==> config.mk <==
export PLATFORM = sky130hd
export DESIGN_NAME = multi_button_conditioner
export DESIGN_NICKNAME = d
export VERILOG_FILES = /design/src/rtl/multi_button_conditioner.sv
export SDC_FILE = /design/constraint.sdc
export NUM_CORES = 1
export LEC_CHECK = 0
export ABC_AREA = 1
export BUFFER_PORTS_ARGS = -buffer_cell sky130_fd_sc_hd__buf_2
export CELL_PAD_IN_SITES_DETAIL_PLACEMENT = 0
export CELL_PAD_IN_SITES_GLOBAL_PLACEMENT = 1
export CORE_UTILIZATION = 40
export CTS_BUF_LIST = sky130_fd_sc_hd__clkbuf_4 sky130_fd_sc_hd__clkbuf_8 sky130_fd_sc_hd__clkbuf_16
export DETAILED_ROUTE_END_ITERATION = 6
export PLACE_DENSITY_LB_ADDON = 0.1
export SETUP_SLACK_MARGIN = 0.3
export SYNTH_ARGS = -nofsm -noshare
export SYNTH_HDL_FRONTEND = slang
export SYNTH_SLANG_ARGS = --single-unit
==> constraint.sdc <==
create_clock -name clk -period 1.7 [get_ports clk]
set_clock_uncertainty 0.15 [all_clocks]
set_input_delay 0.085 -clock clk [delete_from_list [all_inputs] [get_ports clk]]
set_output_delay 0.085 -clock clk [all_outputs]
set_load 0.02 [all_outputs]
==> src/rtl/multi_button_conditioner.sv <==
// multi_button_conditioner: N-channel two-flop sync, stable-count debounce, edge pulses and long-press pulse (long press built only when MULTI_BUTTON_CONDITIONER_LONG_PRESS_EN is defined)
module multi_button_conditioner #(
    parameter int N           = 4,
    parameter int DB_CYCLES   = 20000,
    parameter int LONG_CYCLES = 1000000
) (
    input  logic         clk,
    input  logic         reset_n,
    input  logic [N-1:0] btn_in,
    output logic [N-1:0] btn_level,
    output logic [N-1:0] p_edge,
    output logic [N-1:0] n_edge,
    output logic [N-1:0] long_press
);
    localparam int DW = $clog2(DB_CYCLES + 1);
    localparam int HW = $clog2(LONG_CYCLES + 1);
    genvar i;
    generate
        for (i = 0; i < N; i++) begin : g_ch
            logic s1, s2, lvl, pe, ne, acc;
            logic [DW-1:0] db_cnt;
            assign acc = (s2 != lvl) && (db_cnt == DW'(DB_CYCLES - 1));
            always_ff @(posedge clk or negedge reset_n) begin
                if (!reset_n) begin
                    {s1, s2, lvl, pe, ne} <= '0;
                    db_cnt <= '0;
                end else begin
                    s1 <= btn_in[i];
                    s2 <= s1;
                    db_cnt <= (s2 == lvl || acc) ? '0 : db_cnt + 1'b1;
                    lvl <= acc ? s2 : lvl;
                    pe <= acc & s2;
                    ne <= acc & ~s2;
                end
            end
            assign btn_level[i] = lvl;
            assign p_edge[i]    = pe;
            assign n_edge[i]    = ne;
`ifdef MULTI_BUTTON_CONDITIONER_LONG_PRESS_EN
            logic [HW-1:0] hold_cnt;
            logic lp;
            always_ff @(posedge clk or negedge reset_n) begin
                if (!reset_n) begin
                    hold_cnt <= '0;
                    lp <= 1'b0;
                end else begin
                    hold_cnt <= !lvl ? '0 : (hold_cnt == HW'(LONG_CYCLES)) ? hold_cnt : hold_cnt + 1'b1;
                    lp <= lvl && (hold_cnt == HW'(LONG_CYCLES - 1));
                end
            end
            assign long_press[i] = lp;
`else
            assign long_press[i] = 1'b0;
`endif
        end
    endgenerate
endmodule

## Word level (Yosys, flattened, before mapping)

Index checks and enable logic that the tools add are counted.

| cells by class | value |
|---|---|
| reductions and logical operators | 8 |
| $add $sub $neg | 4 |
| multiplexer cells | 4 |
| bitwise operators | 12 |
| equal/unequal tests | 12 |

Operators by type and width:

| cell | count |
|---|---|
| $add A15 B1 Y15 const B | 4 |
| $eq A15 B15 Y1 const B | 4 |
| $mux W15 | 4 |
| $and A1 B1 Y1 | 8 |
| $eq A1 B1 Y1 | 4 |
| $logic_and A1 B1 Y1 | 4 |
| $logic_or A1 B1 Y1 | 4 |
| $ne A1 B1 Y1 | 4 |
| $not A1 Y1 | 4 |

| word-level totals | value |
|---|---|
| flip-flop bits (word level) | 80 |
| input port bits | 6 |
| output and inout bits | 16 |

## Depth between registers and ports, before layout

Gate-level depths: netlist (run 1).

| logic depth | value |
|---|---|
| depth in word-level cells | 4 |
| depth in mapped cells | 8 |
| depth with buffers taken out | 7 |

## Worst setup path after synthesis (run 1)

OpenSTA, ideal clock, no wires.

| timing | value |
|---|---|
| kind | register to register |
| start point | register g_ch[0].db_cnt[0] |
| end point | register g_ch[0].db_cnt[0] |
| clock period less this slack | 1480 ps |
| slack | 220 ps |
| cell stages (with the launch flop) | 8 |
| path buffers | 1 |
| data arrival time | 1209 ps |
| library setup time | 121 ps |
| cells stage by stage | dfrtp_1 > ha_1 > nand3_2 > nor2_2 > nand2_2 > nand2_4 > buf_8 > nor2_1 |

| between the ends | value |
|---|---|
| cells in the longest elaborated chain, start to end | 4 |
| elaborated cells on any way between the ends | 5 |

RTL lines:

| what | RTL line | RTL |
|---|---|---|
| from (decl) | 21 | `logic [DW-1:0] db_cnt;` |
| from (signal assigned) | 30 | `db_cnt <= (s2 == lvl \|\| acc) ? '0 : db_cnt + 1'b1;` |
| parallel branches: the longest is 3 deep, another holds $add A15 B1 Y15 | - |  |
| $mux W15 (*) | 30 |  |

Mark *: on every way between the ends.
A chain may end at the register's enable or synchronous reset.

## Final worst setup path (run 1)

| timing | value |
|---|---|
| start point | register g_ch[1].db_cnt[0] |
| end point | register g_ch[1].db_cnt[4] |

| between the ends | value |
|---|---|
| cells in the longest elaborated chain, start to end | 4 |
| elaborated cells on any way between the ends | 5 |

RTL lines:

| what | RTL line |
|---|---|
| from (decl) | 21 |
| from (signal assigned) | 30 |
| parallel branches: the longest is 3 deep, another holds $add A15 B1 Y15 | - |
| $mux W15 (*) | 30 |

Marks and branches as above.

==> impl_metrics.ini, run 1 <==
[cells_and_area]
drive_gt1_share_pct = 31.72
filler_cell_count = 977
num_antenna_cells = 0
syn2layout_area_growth_pct = 28.28
layoutNonFillerInstCount = 735
fin_area_um2 = 5488
fin_nets = 604

[sta]
post-route-period-util_pct = 82.57
slew_violations = 0
period_minus_slack_ns = 1.404
finalHoldWorstSlack_ns = 0.05560
finalHoldViolCount = 0
fmax_mhz = 712.4
finalSetupViolations = 0
rsz0062_at_grt = true
finalSetupTns_ns = 0

[yosys]
syn_area_per_cell_um2 = 7.907
ys_ff_latch = 80
netlist_area_um2 = 4278
ys_types = 22
synth_area_leaders = dfrtp_1, nand2_1, nor2_1
netlist_instances = 541
yosysWarnings = 0
netlist.area_leader.share_pct = 46.80
yosysSeqAreaShare_pct = 46.80
synth.largest_area_cell = dfrtp_1

[global_route]
grt_pass1_vias = 3383
grt_overflow = 0
antenna_found_initial = 0
track_usage_pct = 18.78
grt_max_degree = 31
grt_pass1_wl_um = 16370

[worst_setup_path]
rr_startpoint = g_ch[1].db_cnt[0]$_DFF_PN0_
crit_chain = ha_4, nand3_4, nor2_4, nand2_4, nand2_8, nor2_1
r2r_end = g_ch[1].db_cnt[4]$_DFF_PN0_
cp-end-kind = flip-flop
cp_data_arrival_time_ns = 1.50
reg2reg_depth = 6
cp.buffers_inverters = 0
path_max_fanout = 8
cp-start-kind = flip-flop
slowest_delay_ns = 0.41
crit_required_ns = 1.79
rrSetupSlack_ns = 0.30
timing.critical_path.max_delay_family = simple AND/OR/NAND/NOR gates
critPathKind = reg -> reg
worst_path_max_delay_cell = dfrtp_1

[place]
dpl.cell_count = 681
portBuffers = 17
dp_hpwl_um = 6542
place_congestion = 0.7453
place_area_um2 = 4473

[clock_network]
clock_tree.root_cell = clkbuf_8
clk_latency_ns = 0.36
clk_pin_slew_ns = 0.09
cts_inserted_buffers = 9
clockBufferDepth = 2
cts_sinks = 80
cts_tree = yes
cts_max_level = 3

[detailed_routing]
drc = 0
dr.first_iter.drc_count = 113
wl_per_cell_um = 13.25
drtPass1Iterations = 5
wl_um = 9739
vias_per_cell = 4.831
ant_nets = 0
vias = 3551

[run]
max_cap_viol_count = 0

[hold_path]
hp-class = in -> async

[floorplanning]
die_y_um = 105.4
die_area_um2 = 11110
chipWidth_um = 105.4
start_util_pct = 41.44
rows = 37
core-area_um2 = 10320
num_io_pins = 22

[power_and_ir_drop]
powerDensity_nw_per_um2 = 665.3
ir_drop_uv = 444.6
p_leak_uw = 0.002342

[run_status]
outcome = complete, no violations
-- through the flow --
stage	power (uW)	util, %	setup slack, ns
floorplan	2111	-	0.2893
global placement	2170	43.33	0.1918
detailed placement	2174	43.33	0.1674
CTS	3659	48.61	0.2867
global route	3811	53.16	0.2162
finish	3651	53.16	0.2963
-- per-layer routing --
| metal | global-route usage (%) | up-vias | wire (um) | part of all wire (%) |
|---|---|---|---|---|
| li1 | - | 1787 | - | - |
| met1 | 23.74 | 1699 | 4503 | 46 |
| met2 | 31.86 | 53 | 4821 | 50 |
| met3 | 4.143 | 12 | 292 | 3.0 |
| met4 | 6.036 | 0 | 121 | 1.2 |
| met5 | 0 | - | 0 | 0 |
-- synth_stat cells (all sizes together) --
cell,count
dfrtp,80
or2,1
conb,1
nand4,27
nand2,133
nand3,49
inv,57
o21ai,1
nor3,7
buf,20
xnor2,4
xor2,26
ha,4
nor2,131
-- final cells by class --
cell class                 count  area (um^2)  share of cell area [%]
sequential                    80         2021                   36.82
timing repair buffer          55        410.4                   7.478
multi-input combinational    391         2481                   45.21
inverter                      57        214.0                   3.899
clock inverter                 6        60.06                   1.094
clock buffer                  10        131.4                   2.394
tap                          136        170.2                   3.101
-- what timing repair did --
| item | 4_1_cts | 5_1_grt |
|---|---|---|
| resized for setup | 37 | 87 |
| hold endpoints to repair | 84 | 0 |
| endpoints found under the setup margin | 62 | 71 |
| setup buffers | 8 | 21 |
| pin swaps | 5 | 25 |
| gates cloned | 4 | 0 |
| hold buffers | 5 | 0 |
-- cells in the final DEF, fill, tap and decap left out, types with 4 or more instances in the layout --
master         count
nand3_4            6
nor2_2            40
buf_4             32
xor2_1            19
ha_4               4
dfrtp_2           15
nor2_4            22
nand2_2            6
nand4_1           27
clkbuf_8           9
xor2_2             4
xnor2_1            4
nor2_1            69
dfrtp_1           65
buf_2             16
nor3_2             4
conb_1             4
dlygate4sd3_1      5
nand3_1           40
nand2_1          119
nand2_4            4
nand2_8            8
inv_1             52
inv_2              5
-- power breakdown --
| part | switching, uW | total (uW) | leakage (uW) | internal, uW |
|---|---|---|---|---|
| clock network | 723 | 1410 | 0.0000955 | 688 |
| registers | 46.1 | 1980 | 0.00107 | 1930 |
| logic | 154 | 260 | 0.00118 | 106 |
| total | 923 | 3650 | 0.00234 | 2730 |
-- sequential cells by signal, indices dropped and copies added, names as in the netlist --
register     flops
g_ch.ne          4
g_ch.pe          4
g_ch.s2          4
g_ch.s1          4
g_ch.db_cnt     60
g_ch.lvl         4
-- worst max-delay path by stage --
stage / startpoint / to / slack (ns) / cells past startpoint
detailed placement: g_ch[3].db_cnt[0]$_DFF_PN0_ / g_ch[3].db_cnt[14]$_DFF_PN0_ / 0.17 / 6
finish: g_ch[1].db_cnt[0]$_DFF_PN0_ / g_ch[1].db_cnt[4]$_DFF_PN0_ / 0.30 / 6
floorplan: g_ch[3].db_cnt[0]$_DFF_PN0_ / g_ch[3].db_cnt[7]$_DFF_PN0_ / 0.29 / 7
CTS: g_ch[0].db_cnt[0]$_DFF_PN0_ / g_ch[0].db_cnt[8]$_DFF_PN0_ / 0.29 / 6
global route: g_ch[0].db_cnt[0]$_DFF_PN0_ / g_ch[0].db_cnt[12]$_DFF_PN0_ / 0.22 / 6
global placement: g_ch[0].db_cnt[0]$_DFF_PN0_ / g_ch[0].db_cnt[9]$_DFF_PN0_ / 0.19 / 6
-- logic make-up after synthesis --
kind of cell    count (synthesis)  synth area share (%)
flops                          80                 46.80
other cells                     1               0.08766
simple gates                  348                 36.44
xor+xnor                       30                 6.142
compound gates                  1                0.1169
buf+inv                        77                 9.242
fa+ha+maj                       4                 1.170
Note: power is estimated with default switching activity, not from simulation.
==> run 2: changes to the inputs <==
clock period = 1.3 ns   (was 1.7 ns; I/O delays follow)
==> run 2 against run 1 <==
Against the previous run: the run now ends with negative setup slack left; power is 43% higher; critical endpoint is now g_ch[1].db_cnt[14]$_DFF_PN0_; non-clock buffer count is 58 higher; critical path type unchanged; highest routed layer unchanged; critical path depth is 3 lower; setup slack worse by 0.43 ns; clock power is 59% higher.
==> impl_metrics.ini, run 2 (same netlist as run 1, synthesis figures left out) <==
[run_status]
outcome = complete, but fails checks
violations = negative setup slack

[sta]
setup_slack_ns = -0.1287
finalHoldWorstSlack_ns = 0.01309
worstMarginPinSlew_ns = 0.5327
slew_violations = 0
maxSlewHeadroom_pct = 64.46
finalHoldViolCount = 0
post-route-period-util_pct = 109.9
rsz0062_at_grt = true
finalSetupViolations = 70
fmax_mhz = 700.0
period_minus_slack_ns = 1.429

[clock_network]
cts_sinks = 80
clockBufferDepth = 2
clock_tree.root_cell = clkbuf_8
clk_latency_ns = 0.36
cts_inserted_buffers = 9
cts_max_level = 3
clk_pin_slew_ns = 0.09
cts_tree = yes

[cells_and_area]
top_register = g_ch.db_cnt
drive_gt1_share_pct = 45.81
final_cell_mix = nand2_1, buf_4, dfrtp_1, inv_1, nor2_2
largest_reg_flops = 60
syn2layout_area_growth_pct = 49.17
fin_area_um2 = 6381
fin_nets = 662
fin_util_pct = 61.81
final_common_cell = nand2_1
num_antenna_cells = 0

[worst_setup_path]
crit_chain = xor2_2, nand2_8, nor2_2
critPathKind = reg -> reg
timing.critical_path.max_delay_family = XOR/XNOR gates
cp_data_arrival_time_ns = 1.57
cp-end-kind = flip-flop
crit_required_ns = 1.45
worst_path_max_delay_cell = xor2_2
cp-start-kind = flip-flop
path_max_fanout = 8
cp.buffers_inverters = 0
slowest_delay_ns = 0.47

[detailed_routing]
wl_per_cell_um = 13.18
dr.first_iter.drc_count = 147
drc = 0
wl_um = 10450
drtPass1Iterations = 4
vias_per_cell = 4.772
vias = 3784
ant_nets = 0

[place]
dp_hpwl_um = 6849
pre_cts_slack_ns = -0.1347
place_area_um2 = 5089
portBuffers = 17
place_congestion = 0.7794

[floorplanning]
rows = 37
num_io_pins = 22
die_area_um2 = 11110
die_y_um = 105.4
start_util_pct = 41.44
core-area_um2 = 10320
chipWidth_um = 105.4

[global_route]
track_usage_pct = 20.25
antenna_found_initial = 0
grt_pass1_vias = 3810
grt_overflow = 0
grt_pass1_wl_um = 17690
grt_max_degree = 31

[power_and_ir_drop]
pwr-share-clk_pct = 42.9
power.switching_uw = 1255
power.internal_uw = 3972
p_leak_uw = 0.002681
finalPower_uw = 5227
swShare_pct = 24.01
ir_drop_uv = 534.9
powerDensity_nw_per_um2 = 819.2
p_comb_share_pct = 7.6
seqPwrFrac_pct = 49.5

[run]
max_cap_viol_count = 0

[hold_path]
hp-class = in -> async
## run 2: changes by cell type in the layout (fill, tap and decap cells not counted), sizes merged
cell	delta
clkinv	-1
clkbuf	-1
bufinv	+2
inv	+2
buf	+58
clkinvlp	-2
## run 2: path summary, 6_finish.rpt
kind | cells after the start | to | startpoint | slack [ns]
worst max-delay path | 3 | g_ch[1].db_cnt[14]$_DFF_PN0_ | g_ch[1].lvl$_DFFE_PN0P_ | -0.13
worst min-delay path | 2 | g_ch[2].db_cnt[12]$_DFF_PN0_ | reset_n | 0.01
worst max register to register | 3 | g_ch[1].db_cnt[14]$_DFF_PN0_ | g_ch[1].lvl$_DFFE_PN0P_ | -0.13
min in group clk | 2 | g_ch[0].s1$_DFF_PN0_ | btn_in[0] | 0.20
worst min register to register | 0 | g_ch[0].s2$_DFF_PN0_ | g_ch[0].s1$_DFF_PN0_ | 0.21
max in group asynchronous | 3 | g_ch[3].db_cnt[3]$_DFF_PN0_ | reset_n | 0.47
## run 2: layer usage
layer	share of wire (%)	global-route usage [%]
met5	0	0
met1	46	26.21
met2	50	34.02
met3	2.4	3.649
met4	1.5	6.942
## run 2: stage by stage
step	TNS, ns	std cells
after floorplan	-3.151	544
after global placement	-4.579	754
after detailed placement	-6.101	754
after CTS	-4.180	787
after global routing	-10.98	793
final	-6.131	793
## run 2: what timing repair did
item                                    CTS  global route
hold buffers                              5             0
pin swaps                                18            31
cloned                                    4             0
gates resized for setup                 100           120
endpoints found under the setup margin   84            84
setup buffers                             8             6
hold endpoints to repair                 84             0
## run 2: final cells by class
type	instances	area [um^2]
Clock buffer	9	123.9
Clock inverter	7	117.6
Fill cell	903	3943
Inverter	57	216.5
Multi-Input combinational cell	391	2784
Sequential cell	80	2021
Tap cell	136	170.2
Timing Repair Buffer	113	948.4
## run 2: power by group through the flow
stage	registers (uW)	logic (uW)	clock network, uW
6_report	2590	398	2240
2_1_floorplan	2630	146	0
3_3_place_gp	2620	262	0
4_1_cts	2580	356	2310
3_5_place_dp	2630	270	0
5_1_grt	2590	436	2430
